<file path="config.mk">
export PLATFORM = sky130hd
export DESIGN_NAME = bus_connect
export DESIGN_NICKNAME = d
export VERILOG_FILES = /design/src/rtl/bus_connect_pkg.sv /design/src/rtl/bus_connect_timeout_ctr.sv /design/src/rtl/bus_connect.sv
export SDC_FILE = /design/constraint.sdc
export NUM_CORES = 1
export LEC_CHECK = 0
export CAP_MARGIN = 20
export CELL_PAD_IN_SITES_DETAIL_PLACEMENT = 1
export CELL_PAD_IN_SITES_GLOBAL_PLACEMENT = 1
export CORE_ASPECT_RATIO = 1.2
export CORE_MARGIN = 8
export CORE_UTILIZATION = 29
export DETAILED_ROUTE_END_ITERATION = 7
export GPL_ROUTABILITY_DRIVEN = 0
export PLACE_DENSITY_LB_ADDON = 0.1
export RECOVER_POWER = 100
export SLEW_MARGIN = 20
export SYNTH_ARGS = -nofsm -noshare
export SYNTH_HDL_FRONTEND = slang
export SYNTH_SLANG_ARGS = --single-unit
</file>
<file path="constraint.sdc">
create_clock -name clk -period 2.2 [get_ports clk]
set_input_delay 0.22 -clock clk [delete_from_list [all_inputs] [get_ports clk]]
set_output_delay 0.22 -clock clk [all_outputs]
set_load 0.005 [all_outputs]
</file>
<file path="src/rtl/bus_connect_pkg.sv">
// Shared types for the bus-connect data-move stage: FSM state encoding and
// transaction op codes.
package bus_connect_pkg;

  typedef enum logic [1:0] {
    IDLE   = 2'd0,
    RDREG  = 2'd1,
    MEMREQ = 2'd2,
    WRBACK = 2'd3
  } state_e;

  typedef enum logic [1:0] {
    OP_LD  = 2'd0,
    OP_ST  = 2'd1,
    OP_IMM = 2'd2
  } op_e;

endpackage

</file>
<file path="src/rtl/bus_connect_timeout_ctr.sv">
// Down-counter bounding a DM request; expired is the terminal count, i.e. the
// last cycle a request may still be acknowledged.
module bc_timeout_ctr
  import bus_connect_pkg::*;
#(
  parameter int DM_TIMEOUT = 16
) (
  input  logic clk,
  input  logic reset,
  input  logic load,
  input  logic en,
  output logic expired
);

  localparam int CW = $clog2(DM_TIMEOUT);
  localparam logic [CW-1:0] LAST = CW'(DM_TIMEOUT - 1);

  logic [CW-1:0] cnt_q, cnt_d;

  always_comb begin
    cnt_d = cnt_q;
    if (load) begin
      cnt_d = LAST;
    end else if (en && (cnt_q != '0)) begin
      cnt_d = cnt_q - 1'b1;
    end
  end

  always_ff @(posedge clk or posedge reset) begin
    if (reset) begin
      cnt_q <= '0;
    end else begin
      cnt_q <= cnt_d;
    end
  end

  assign expired = (cnt_q == '0);

endmodule

</file>
<file path="src/rtl/bus_connect.sv">
// Single-word move stage between data memory and the RF: loads, stores and
// immediate loads, one transaction in flight, all outputs registered.
//
//   state  | meaning
//   IDLE   | accept a request (imm > ld > st), capture address/data
//   RDREG  | RF read address driven, store data captured from xb_dtx
//   MEMREQ | DM request held until ack or timeout
//   WRBACK | one-cycle RF write of immediate or load data
module bus_connect
  import bus_connect_pkg::*;
#(
  parameter int RF_DATASIZE   = 16,
  parameter int ADDRESS_WIDTH = 4,
  parameter int DM_ADDR_WIDTH = 16,
  parameter int DM_TIMEOUT    = 16
) (
  input  logic                     clk,
  input  logic                     reset,
  input  logic                     ps_bc_ld,
  input  logic                     ps_bc_st,
  input  logic                     ps_bc_imm,
  input  logic [DM_ADDR_WIDTH-1:0] ps_bc_dmadd,
  input  logic [ADDRESS_WIDTH-1:0] ps_bc_rfadd,
  input  logic [RF_DATASIZE-1:0]   ps_bc_immdt,
  output logic                     bc_ps_busy,
  output logic                     bc_ps_done,
  output logic                     bc_ps_err,
  input  logic [RF_DATASIZE-1:0]   xb_dtx,
  output logic [ADDRESS_WIDTH-1:0] bc_xb_raddx,
  output logic [ADDRESS_WIDTH-1:0] bc_xb_wadd,
  output logic                     bc_xb_w_bcEn,
  output logic [RF_DATASIZE-1:0]   bc_dt,
  output logic                     bc_dm_req,
  output logic                     bc_dm_we,
  output logic [DM_ADDR_WIDTH-1:0] bc_dm_add,
  output logic [RF_DATASIZE-1:0]   bc_dm_wdt,
  input  logic [RF_DATASIZE-1:0]   dm_bc_rdt,
  input  logic                     dm_bc_ack
);

  state_e state_q, state_d;
  op_e    op_q, op_d;

  logic [ADDRESS_WIDTH-1:0] rfadd_q, rfadd_d;
  logic                     busy_q, busy_d;
  logic                     done_q, done_d;
  logic                     err_q, err_d;
  logic [ADDRESS_WIDTH-1:0] raddx_q, raddx_d;
  logic [ADDRESS_WIDTH-1:0] wadd_q, wadd_d;
  logic                     wen_q, wen_d;
  logic [RF_DATASIZE-1:0]   dt_q, dt_d;
  logic                     req_q, req_d;
  logic                     we_q, we_d;
  logic [DM_ADDR_WIDTH-1:0] add_q, add_d;
  logic [RF_DATASIZE-1:0]   wdt_q, wdt_d;

  logic ctr_load;
  logic ctr_expired;

  bc_timeout_ctr #(
    .DM_TIMEOUT(DM_TIMEOUT)
  ) u_timeout_ctr (
    .clk    (clk),
    .reset  (reset),
    .load   (ctr_load),
    .en     (state_q == MEMREQ),
    .expired(ctr_expired)
  );

  always_comb begin
    state_d  = state_q;
    op_d     = op_q;
    rfadd_d  = rfadd_q;
    done_d   = 1'b0;
    err_d    = 1'b0;
    raddx_d  = raddx_q;
    wadd_d   = wadd_q;
    wen_d    = 1'b0;
    dt_d     = dt_q;
    req_d    = req_q;
    we_d     = we_q;
    add_d    = add_q;
    wdt_d    = wdt_q;
    ctr_load = 1'b0;

    case (state_q)
      IDLE: begin
        if (ps_bc_imm) begin
          op_d    = OP_IMM;
          state_d = WRBACK;
          wadd_d  = ps_bc_rfadd;
          dt_d    = ps_bc_immdt;
          wen_d   = 1'b1;
        end else if (ps_bc_ld) begin
          op_d     = OP_LD;
          state_d  = MEMREQ;
          rfadd_d  = ps_bc_rfadd;
          add_d    = ps_bc_dmadd;
          we_d     = 1'b0;
          req_d    = 1'b1;
          ctr_load = 1'b1;
        end else if (ps_bc_st) begin
          op_d    = OP_ST;
          state_d = RDREG;
          raddx_d = ps_bc_rfadd;
          add_d   = ps_bc_dmadd;
        end
      end
      RDREG: begin
        state_d  = MEMREQ;
        wdt_d    = xb_dtx;
        we_d     = 1'b1;
        req_d    = 1'b1;
        ctr_load = 1'b1;
      end
      MEMREQ: begin
        // An ack in the terminal-count cycle still wins over the timeout.
        if (dm_bc_ack) begin
          req_d = 1'b0;
          if (op_q == OP_ST) begin
            state_d = IDLE;
            done_d  = 1'b1;
          end else begin
            state_d = WRBACK;
            wadd_d  = rfadd_q;
            dt_d    = dm_bc_rdt;
            wen_d   = 1'b1;
          end
        end else if (ctr_expired) begin
          req_d   = 1'b0;
          err_d   = 1'b1;
          state_d = IDLE;
        end
      end
      WRBACK: begin
        state_d = IDLE;
        done_d  = 1'b1;
      end
      default: state_d = IDLE;
    endcase

    busy_d = (state_d != IDLE);
  end

  always_ff @(posedge clk or posedge reset) begin
    if (reset) begin
      state_q <= IDLE;
      op_q    <= OP_LD;
      rfadd_q <= '0;
      busy_q  <= 1'b0;
      done_q  <= 1'b0;
      err_q   <= 1'b0;
      raddx_q <= '0;
      wadd_q  <= '0;
      wen_q   <= 1'b0;
      dt_q    <= '0;
      req_q   <= 1'b0;
      we_q    <= 1'b0;
      add_q   <= '0;
      wdt_q   <= '0;
    end else begin
      state_q <= state_d;
      op_q    <= op_d;
      rfadd_q <= rfadd_d;
      busy_q  <= busy_d;
      done_q  <= done_d;
      err_q   <= err_d;
      raddx_q <= raddx_d;
      wadd_q  <= wadd_d;
      wen_q   <= wen_d;
      dt_q    <= dt_d;
      req_q   <= req_d;
      we_q    <= we_d;
      add_q   <= add_d;
      wdt_q   <= wdt_d;
    end
  end

  assign bc_ps_busy   = busy_q;
  assign bc_ps_done   = done_q;
  assign bc_ps_err    = err_q;
  assign bc_xb_raddx  = raddx_q;
  assign bc_xb_wadd   = wadd_q;
  assign bc_xb_w_bcEn = wen_q;
  assign bc_dt        = dt_q;
  assign bc_dm_req    = req_q;
  assign bc_dm_we     = we_q;
  assign bc_dm_add    = add_q;
  assign bc_dm_wdt    = wdt_q;

endmodule

</file>
== Word level (Yosys, flattened, before mapping) ==
Cells that the tools add are included.

* Add/subtract/negate cells: 1
* Bitwise operators: 2
* Equality and inequality tests: 10
* Mux-type cells: 43
* Reductions and logical operators: 18

{| class="wikitable"
|+ Operators by type and width
! operator !! number
|-
| $mux 16 || 5
|-
| $pmux 16 s2 || 1
|-
| $mux 4 || 5
|-
| $mux 2 || 9
|-
| $mux 1 || 16
|-
| $reduce_and 4->1 || 3
|-
| $ne 2x2->1 const B || 5
|-
| $reduce_bool 2->1 || 5
|-
| $reduce_and 3->1 || 3
|-
| $pmux 1 s2 || 4
|-
| $pmux 2 s4 || 1
|-
| $pmux 4 s2 || 1
|-
| $reduce_bool 3->1 || 2
|-
| $eq 2x1->1 const B || 2
|-
| $eq 2x2->1 const B || 2
|-
| $logic_not 4->1 || 1
|-
| $reduce_bool 4->1 || 1
|-
| $sub 4x1->4 const B || 1
|-
| $ne 3x3->1 const B || 1
|-
| $pmux 1 s3 || 1
|-
| $logic_not 2->1 || 1
|-
| $not 1->1 || 2
|-
| $reduce_and 2->1 || 1
|-
| $logic_and 1x1->1 || 1
|}

* Bits of input ports: 74
* Flip-flop bits (word level): 74
* Word-level logic and storage cells: 89

== Depth between registers and ports, before layout ==
Gate-level depths: netlist of the first run.

* Depth after elaboration: 5
* Depth in mapped cells: 7

== Modules after synthesis ==
From an unflattened synthesis of the first run, not the netlist that was laid out.

* Cell total of the unflattened synthesis: 220
* Area, all modules: 3078.0 µm²

{| class="wikitable"
|+ By module, submodules not included
! module !! cells an instance !! area an instance (µm²) !! times used !! sequential area each (µm²)
|-
| bus_connect || 198 || 2855.2 || 1 || 1751.7
|-
| bc_timeout_ctr || 22 || 222.7 || 1 || 100.1
|}

== Least setup slack after synthesis of the first run ==
No wires, ideal clock.

* Kind: flip-flop to flip-flop
* Start point: register u_timeout_ctr.cnt_q[0]
* End point: register busy_q (netlist: bc_ps_busy)
* Setup time: 0.139 ns
* Buffers on the path: 0
* Cell stages (with the launch flop): 6
* Path slack: 0.403 ns
* Required time: 2.061 ns
* Arrival time: 1.658 ns
* Cell sequence: dfrtp_1 -> inv_1 -> ha_1 -> or3b_4 -> and3_4 -> or4_1

* Word-level cells in the longest chain between the ends: 5

{| class="wikitable"
|+ Ends and longest elaborated chain
! element !! RTL line !! text
|-
| from (decl) || bus_connect_timeout_ctr.sv:18 || <nowiki>logic [CW-1:0] cnt_q, cnt_d;</nowiki>
|-
| from (signal assigned) || bus_connect_timeout_ctr.sv:33 || <nowiki>cnt_q <= cnt_d;</nowiki>
|-
| $logic_not 4->1 || bus_connect_timeout_ctr.sv:37 || <nowiki>assign expired = (cnt_q == '0);</nowiki>
|-
| $mux 2 || bus_connect.sv:129 || <nowiki>end else if (ctr_expired) begin</nowiki>
|-
| $mux 2 || bus_connect.sv:118 || <nowiki>if (dm_bc_ack) begin</nowiki>
|-
| $pmux 2 s4 || bus_connect.sv:86 || <nowiki>case (state_q)</nowiki>
|-
| $reduce_bool 2->1 || bus_connect.sv:142 || <nowiki>busy_d = (state_d != IDLE);</nowiki>
|-
| net busy_d || bus_connect.sv:45 || <nowiki>logic busy_q, busy_d;</nowiki>
|-
| to (signal assigned) || bus_connect.sv:165 || <nowiki>busy_q <= busy_d;</nowiki>
|-
| to (decl) || bus_connect.sv:45 ||
|}

The timed path passes the listed nets, and every way through them passes these cells.
A chain may end at the register's enable or synchronous reset.

== Worst setup path after layout of the first run ==
Ends and elaborated chain as after synthesis.

==> flow_metrics.py, run 1 <==
metrics = {
    "global_route": {
        "antenna_found_initial": 1,
        "grt_pass1_wl_mm": 14.2,
        "grt_start_max_net_pins": 35,
        "grt-ovfl-total": 0,
        "grt_pass1_vias": 2669,
        "grt.total_usage": 0.123,
    },
    "sta": {
        "finalHoldViolCount": 0,
        "relSlewSlack": -0.0367,
        "slew_violations": 34,
        "setup_viol": 0,
        "finClkSkew_ps": 5.95,
        "fin_crit_sh": 0.887,
        "setup_slack_ps": 249,
        "tns_ps": 0,
        "fmax_mhz": 512,
        "layout_min_cycle_time_ps": 1950,
        "grt_setup_unrepaired": "no",
        "worstMarginPinSlew_ps": 1550,
        "hold_ws_ps": 479,
    },
    "floorplan": {
        "start_util": 0.297,
        "die_y_um": 129,
        "die_area_um2": 14300,
        "die_w_um": 111,
        "rows": 41,
        "core_area_um2": 10500,
        "io_pins": 136,
    },
    "route": {
        "vias": 2393,
        "drc": 0,
        "met3_length_um": 780,
        "drtIter0Drc": 60,
        "vias_per_cell": 4.62,
        "wl_met1_mm": 3.56,
        "wl_met2_mm": 4.13,
        "drtAntennaViolNets": 0,
        "wl_mm": 8.60,
        "dr.pass1.iters": 4,
        "dr.max_layer_used": "met4",
        "avgRoutedWirePerCell_um": 16.6,
    },
    "finish": {
        "layout_commonest_cell": "dfrtp_1",
        "fillers": 1128,
        "final_layout_size_suffix_gt1_frac": 0.165,
        "syn2layout_area_growth_pct": 56.9,
        "final_util": 0.466,
        "layout_common_cells": "dfrtp_1, clkdlybuf4s50_1, dlygate4sd3_1, o21ai_0, mux2_2",
        "fin_nets": 458,
    },
    "worst_setup_path": {
        "cp-start-kind": "flip-flop",
        "worstPathRequired_ps": 2390,
        "path_class": "flip-flop to flip-flop",
        "worstPathArrival_ps": 2150,
        "end_kind": "flip-flop",
        "crit_fanout": 5,
    },
    "clock_network": {
        "cts_resized": 0,
        "hold_buffers": 0,
        "htree_levels": 3,
        "clk_latency_ps": 330,
        "clock-sinks": 74,
        "clock_path_buffers": 2,
        "cts_tree": "built",
        "cts_root_buffer": "clkbuf_16",
        "postCtsSetupRepairBufs": 0,
        "cts_buffers": 9,
        "clk_pin_slew_ps": 60,
    },
    "outcome": {
        "outcome": "finished with violations",
        "violations": "capacitance limit, slew limit",
    },
    "yosys": {
        "syn_nets": 320,
        "synth_seq_cells": 74,
        "yosysWarnings": 0,
        "post_synth.cell_area_avg_um2": 12.7,
        "synth_area_um2": 3110,
        "synth_seq_area_share": 0.596,
        "synthCells": 245,
        "ys_types": 32,
    },
    "pwr": {
        "p_comb_frac": 0.425,
        "internal_power_mw": 4.43,
        "pwr-share-seq": 0.368,
        "p_sw_mw": 1.99,
        "power_density_nw_per_um2": 1320,
        "switching_share": 0.310,
        "p_clk_frac": 0.207,
        "p_leak_nw": 2.07,
        "peakVddDrop_v": 0.000530,
    },
    "flow_run": {
        "cap_violations": 1,
    },
    "place": {
        "hpwl_mm": 6.47,
        "io_buffers": 135,
        "dpl_worst_slack_ps": 215,
    },
    "hold_path": {
        "hold_class": "flip-flop to flip-flop",
    },
}
[registers in the layout (all words and copies together), names as in the netlist, 2 cells and up]
name and cells:
u_timeout_ctr.cnt_q 4, state_q 2, bc_dm_add 16, bc_dt 16
op_q 2, bc_xb_wadd 4, rfadd_q 4, bc_dm_wdt 16
bc_xb_raddx 4
[worst paths after layout]
kind                                        start             to  slack, ps  cells after the start
setup / recovery           u_timeout_ctr.cnt_q[0]     bc_ps_busy        250                      5
min in group asynchronous                   reset  bc_dm_wdt[10]        710                      2
hold reg to reg                          bc_dm_we       bc_dm_we        480                      1
setup reg to reg           u_timeout_ctr.cnt_q[0]     bc_ps_busy        250                      5
hold / removal                           bc_dm_we       bc_dm_we        480                      1
max in group asynchronous                   reset      bc_dt[11]        580                      3
[power by group through the flow]
stage / Clock (mW) / Sequential (mW) / Combinational, mW
finish: 1.33 / 2.36 / 2.72
CTS: 1.37 / 2.41 / 3.06
floorplan: 0 / 2.40 / 1.37
global placement: 0 / 2.39 / 2.99
global route: 1.43 / 2.47 / 3.02
detailed placement: 0 / 2.42 / 3.04
[layer usage]
| layer | up-vias | GRT usage |
|---|---|---|
| met5 | - | 0 |
| met4 | 0 | 0.0525 |
| met3 | 8 | 0.0569 |
| met2 | 85 | 0.199 |
| met1 | 1160 | 0.138 |
| li1 | 1140 | - |
[metrics by stage]
step                      total power, mW  cell area [um^2]  cells
final                                6.42              4880    518
after global routing                 6.93              4880    518
after CTS                            6.84              4890    517
after detailed placement             5.46              4630    501
after global placement               5.38              4630    501
after floorplan                      3.77              3110    245
[critical path, stage by stage, from the launching register on]
cell and delay (ps):
dfrtp_1 380, inv_1 90, ha_1 190, or3b_1 430, and3_1 220, or4_1 510
[area by class of cell]
class | instances | area, um^2 | area share
inverters | 6 | 23.8 | 0.00488
well taps | 129 | 161 | 0.0331
clock buffers | 13 | 250 | 0.0513
clock inverters | 3 | 15.0 | 0.00308
flip-flops and latches | 74 | 1850 | 0.380
diodes | 1 | 2.50 | 0.000513
repair buffers | 142 | 1420 | 0.291
multi-input cells | 150 | 1150 | 0.236
[cells by family after synthesis]
logic type / after synthesis / synth area share
fa+ha+maj: 1 / 0.00403
mux: 60 / 0.209
compound gates: 53 / 0.0918
buf+inv: 21 / 0.0334
xor+xnor: 2 / 0.00564
flops: 74 / 0.596
simple gates: 34 / 0.0600
[cell usage after synthesis, drive strengths merged]
cell type	instances	area, um^2
o21bai	1	7.51
inv	6	22.5
or2	2	12.5
xnor2	1	8.76
nor2	4	15.0
nand3	2	10.0
or3b	1	11.3
nor3	5	25.0
and3	1	11.3
a21o	1	7.51
nor2b	5	31.3
nand2	9	33.8
or4	1	7.51
dfrtp	74	1850
o21a	2	15.0
ha	1	12.5
o21ai	41	205
mux2i	20	200
nand2b	2	12.5
a22o	1	8.76
a21oi	4	20.0
buf	9	58.8
o211ai	1	7.51
mux2	40	450
xor2	1	8.76
a211oi	1	7.51
nand4b	1	8.76
clkbuf	6	22.5
a31oi	1	6.26
or3	1	7.51
No activity file was read; power rests on OpenSTA's default activity.
==> run 2, diff against run 1 <==
CORE_MARGIN = 2   (was 8)
==> run 2 against run 1 <==
The flow now finishes without violations. Sequential power about the same. Die area fell by 19%. Hold slack worse by 2.0 ps. Setup slack better by 19 ps. Largest cell class unchanged.
==> flow_metrics.py, run 2 (synthesis gave the netlist of run 1 again) <==
metrics = {
    "outcome": {
        "outcome": "completed",
    },
    "worst_setup_path": {
        "reg2reg_from": "u_timeout_ctr.cnt_q[0]",
        "path_class": "flip-flop to flip-flop",
        "worstPathArrival_ps": 2120,
        "end_kind": "flip-flop",
        "worstPathRequired_ps": 2380,
        "crit_start": "u_timeout_ctr.cnt_q[0]",
        "cp-start-kind": "flip-flop",
        "crit_fanout": 5,
    },
    "sta": {
        "layout_min_cycle_time_ps": 1930,
        "finalHoldViolCount": 0,
        "grt_setup_unrepaired": "no",
        "setup_viol": 0,
        "fin_crit_sh": 0.878,
        "hold_ws_ps": 476,
        "fmax_mhz": 517,
        "finClkSkew_ps": 9.18,
        "slew_violations": 0,
        "worstMarginPinSlew_ps": 1450,
        "relSlewSlack": 0.0325,
        "tns_ps": 0,
    },
    "hold_path": {
        "hp-start": "bc_dm_we",
        "hold_class": "flip-flop to flip-flop",
    },
    "clock_network": {
        "clock_path_buffers": 2,
        "postCtsSetupRepairBufs": 0,
        "cts_tree": "built",
        "clock-sinks": 74,
        "clk_latency_ps": 320,
        "clk_pin_slew_ps": 60,
        "htree_levels": 3,
        "cts_resized": 0,
        "cts_buffers": 9,
        "cts_root_buffer": "clkbuf_16",
        "hold_buffers": 0,
    },
    "pwr": {
        "power_density_nw_per_um2": 1340,
        "p_clk_frac": 0.230,
        "peakVddDrop_v": 0.000531,
        "internal_power_mw": 4.61,
        "power.total_mw": 6.56,
        "switching_share": 0.296,
        "p_comb_frac": 0.409,
        "pwr-share-seq": 0.361,
        "p_sw_mw": 1.94,
        "p_leak_nw": 2.09,
    },
    "route": {
        "wl_mm": 7.79,
        "dr.pass1.iters": 4,
        "avgRoutedWirePerCell_um": 15.1,
        "vias_per_cell": 4.65,
        "drtAntennaViolNets": 0,
        "drtIter0Drc": 40,
        "drc": 0,
        "vias": 2406,
    },
    "finish": {
        "layout_common_cells": "dfrtp_1, clkdlybuf4s50_1, dlygate4sd3_1, o21ai_0, mux2_2",
        "fin_cells": 517,
        "fin_nets": 460,
        "post-route-cell-area_um2": 4910,
        "syn2layout_area_growth_pct": 58.0,
        "final_layout_size_suffix_gt1_frac": 0.168,
        "n_antenna_cell": 0,
        "layout_commonest_cell": "dfrtp_1",
    },
    "floorplan": {
        "die_w_um": 98.5,
        "die_y_um": 117,
        "rows": 41,
        "start_util": 0.297,
        "core_area_um2": 10500,
        "die_area_um2": 11600,
        "io_pins": 136,
    },
    "global_route": {
        "grt_start_max_net_pins": 39,
        "grt.total_usage": 0.143,
        "grt_pass1_wl_mm": 13.3,
        "antenna_found_initial": 0,
        "grt_pass1_vias": 2683,
        "grt-ovfl-total": 0,
    },
    "place": {
        "hpwl_mm": 5.80,
        "io_buffers": 135,
        "placed_cells": 503,
        "dpl_cell_area_um2": 4630,
    },
    "flow_run": {
        "cap_violations": 0,
    },
}
run 2: routing by layer:
layer,part of all wire,vias to the layer above,global-route usage
li1,-,1138,-
met1,0.40,1172,0.170
met2,0.49,89,0.231
met3,0.096,7,0.0608
met4,0.011,0,0.0488
met5,0,-,0
run 2: final timing paths:
path                            endpoint  slack, ps  cells after the start
max in group asynchronous      bc_dt[10]        450                      3
setup reg to reg              bc_ps_busy        270                      5
min in group asynchronous  bc_dm_wdt[10]        770                      2
setup / recovery              bc_ps_busy        270                      5
hold reg to reg                 bc_dm_we        480                      1
hold / removal                  bc_dm_we        480                      1
run 2: critical path: stages, from the launching register on:
cell and delay (ps):
dfrtp_1 370, inv_1 90, ha_1 190, or3b_1 420, and3_1 220, or4_1 500
run 2: metrics by stage:
step	setup slack, ps	util
2_1_floorplan	98.4	-
5_1_grt	116	0.469
4_1_cts	302	0.472
3_5_place_dp	175	0.442
3_3_place_gp	282	0.442
6_report	267	0.469
run 2: final cells by class:
type | count | area (um^2)
fill | 1127 | 5560
multi-input combinational | 150 | 1150
tap | 129 | 161
sequential | 74 | 1850
clock inverter | 5 | 81.3
timing repair buffer | 144 | 1420
inverter | 6 | 22.5
clock buffer | 9 | 225
run 2: power groups by stage:
stage,clock [mW],combinational (mW),sequential (mW)
final,1.51,2.68,2.37
after global routing,1.62,2.97,2.49
after CTS,1.56,2.99,2.42
after detailed placement,0,2.98,2.43
after global placement,0,2.93,2.40
after floorplan,0,1.37,2.40
==> run 3, diff against run 2 <==
CORE_MARGIN = default   (was 2)
clock period = 1.7 ns   (was 2.2 ns; I/O delays follow)
==> run 3 against run 2 <==
The flow now finishes with violations (setup timing). Critical path depth unchanged. Sequential share of layout area decreased by 0.95 points. Cell area increased by 2.6%. Combinational power increased by 37%. Routed wire length increased by 2.4%. Maximum frequency increased by 11%. Flip-flop and latch count unchanged. Clock skew about the same. Hold slack got worse by 29 ps. Non-clock buffer count increased by 9. Power increased by 36%. Global-route usage increased by 1.5 points. Largest cell class unchanged.
==> flow_metrics.py, run 3 (synthesis gave the netlist of run 1 again) <==
metrics = {
    "outcome": {
        "outcome": "finished with violations",
        "violations": "setup timing",
    },
    "floorplan": {
        "die_y_um": 115,
        "rows": 41,
        "io_pins": 136,
        "start_util": 0.297,
        "die_area_um2": 11100,
        "core_area_um2": 10500,
        "die_w_um": 96.5,
    },
    "route": {
        "drtIter0Drc": 77,
        "wl_mm": 7.97,
        "vias_per_cell": 4.68,
        "wl_met2_mm": 4.07,
        "wl_met1_mm": 3.14,
        "avgRoutedWirePerCell_um": 15.1,
        "drtAntennaViolNets": 0,
        "vias": 2472,
        "dr.max_layer_used": "met4",
        "met3_length_um": 579,
        "drc": 0,
        "dr.pass1.iters": 4,
    },
    "clock_network": {
        "cts_buffers": 9,
        "clk_pin_slew_ps": 60,
        "clk_latency_ps": 330,
        "htree_levels": 3,
        "cts_root_buffer": "clkbuf_16",
        "clock_path_buffers": 2,
        "clock-sinks": 74,
        "cts_tree": "built",
        "hold_buffers": 0,
    },
    "worst_setup_path": {
        "crit_fanout": 2,
        "path_buf_inv": 1,
        "end_kind": "flip-flop",
        "max_stage_delay_ps": 470,
        "crit_slowest_cell": "or4_4",
        "cp-start-kind": "flip-flop",
        "worstPathArrival_ps": 1940,
        "path_class": "flip-flop to flip-flop",
        "worst_path_dominant_cell_family": "simple AND/OR/NAND/NOR gates",
        "path_cells": "inv_2 -> ha_4 -> or3b_4 -> and3_4 -> or4_4",
        "worstPathRequired_ps": 1900,
    },
    "global_route": {
        "antenna_found_initial": 0,
        "grt_pass1_vias": 2623,
        "grt_start_max_net_pins": 42,
        "grt.total_usage": 0.158,
        "grt-ovfl-total": 0,
        "grt_pass1_wl_mm": 13.0,
    },
    "finish": {
        "syn2layout_area_growth_pct": 62.0,
        "n_antenna_cell": 0,
        "final_util": 0.481,
        "fin_nets": 469,
        "seqCellArea_um2": 1850,
        "post-route-cell-area_um2": 5040,
        "layout_commonest_cell": "dfrtp_1",
        "fin_cells": 528,
        "fillers": 1127,
        "final_layout_size_suffix_gt1_frac": 0.213,
        "layout_common_cells": "dfrtp_1, clkdlybuf4s50_1, dlygate4sd3_1, o21ai_0, mux2_2",
        "multi_input_area_um2": 1190,
    },
    "sta": {
        "slew_violations": 0,
        "fmax_mhz": 574,
        "setup_viol": 2,
        "finalHoldViolCount": 0,
        "fin_crit_sh": 1.02,
        "setup_slack_ps": -41.5,
        "tns_ps": -50.8,
        "worstMarginPinSlew_ps": 1040,
        "grt_setup_unrepaired": "yes",
        "layout_min_cycle_time_ps": 1740,
        "finClkSkew_ps": 8.99,
        "relSlewSlack": 0.309,
    },
    "pwr": {
        "p_leak_nw": 2.15,
        "power_density_nw_per_um2": 1760,
        "peakVddDrop_v": 0.000709,
    },
    "place": {
        "dpl_worst_slack_ps": -135,
        "io_buffers": 135,
        "dpl_cell_area_um2": 4730,
        "placed_cells": 510,
        "hpwl_mm": 5.77,
    },
    "hold_path": {
        "hold_class": "primary input to flip-flop",
    },
    "flow_run": {
        "cap_violations": 0,
    },
}
## run 3: changes by cell type in the layout (fill, tap and decap cells not counted), moves of 2 or more
| cell | change |
|---|---|
| buf_4 | +9 |
| inv_2 | +2 |
| clkinv_2 | +2 |
| inv_1 | -3 |
## run 3: cell type report
type,count,area share
clock inverter,6,0.0209
clock buffer,10,0.0455
multi-input combinational,150,0.236
tap,129,0.0320
timing repair buffer,153,0.292
sequential,74,0.368
inverter,6,0.00522
## run 3: through the flow
step | power (mW) | hold WS (ps)
after floorplan | 4.90 | 242
after global placement | 7.06 | 462
after detailed placement | 7.21 | 478
after CTS | 9.44 | 255
after global routing | 9.57 | 449
final | 8.89 | 448
## run 3: per-layer routing
metal  up-vias  global-route usage
li1       1165                   -
met1      1214               0.178
met2        82               0.263
met3        11              0.0476
met4         0              0.0882
met5         -                   0
## run 3: worst paths after layout
kind,start,end,slack (ps),cells after the start
max in group asynchronous,reset,bc_xb_raddx[2],380,3
hold / removal,ps_bc_dmadd[13],bc_dm_add[13],450,2
min in group asynchronous,reset,bc_ps_busy,590,3
setup reg to reg,u_timeout_ctr.cnt_q[0],bc_ps_busy,-40,5
hold reg to reg,bc_dm_we,bc_dm_we,480,1
setup / recovery,u_timeout_ctr.cnt_q[0],bc_ps_busy,-40,5
## run 3: where the power goes
group | switching, mW | internal [mW]
sequential | 0.443 | 2.63
combinational | 1.47 | 2.20
clock | 0.722 | 1.43
total | 2.63 | 6.26
## run 3: what timing repair did
| action | in CTS | in global routing |
|---|---|---|
| cloned | 0 | 0 |
| hold endpoints to repair | 0 | 0 |
| gates resized for setup | 1 | 2 |
| endpoints found under the setup margin | 2 | 21 |
| setup buffers | 1 | 1 |
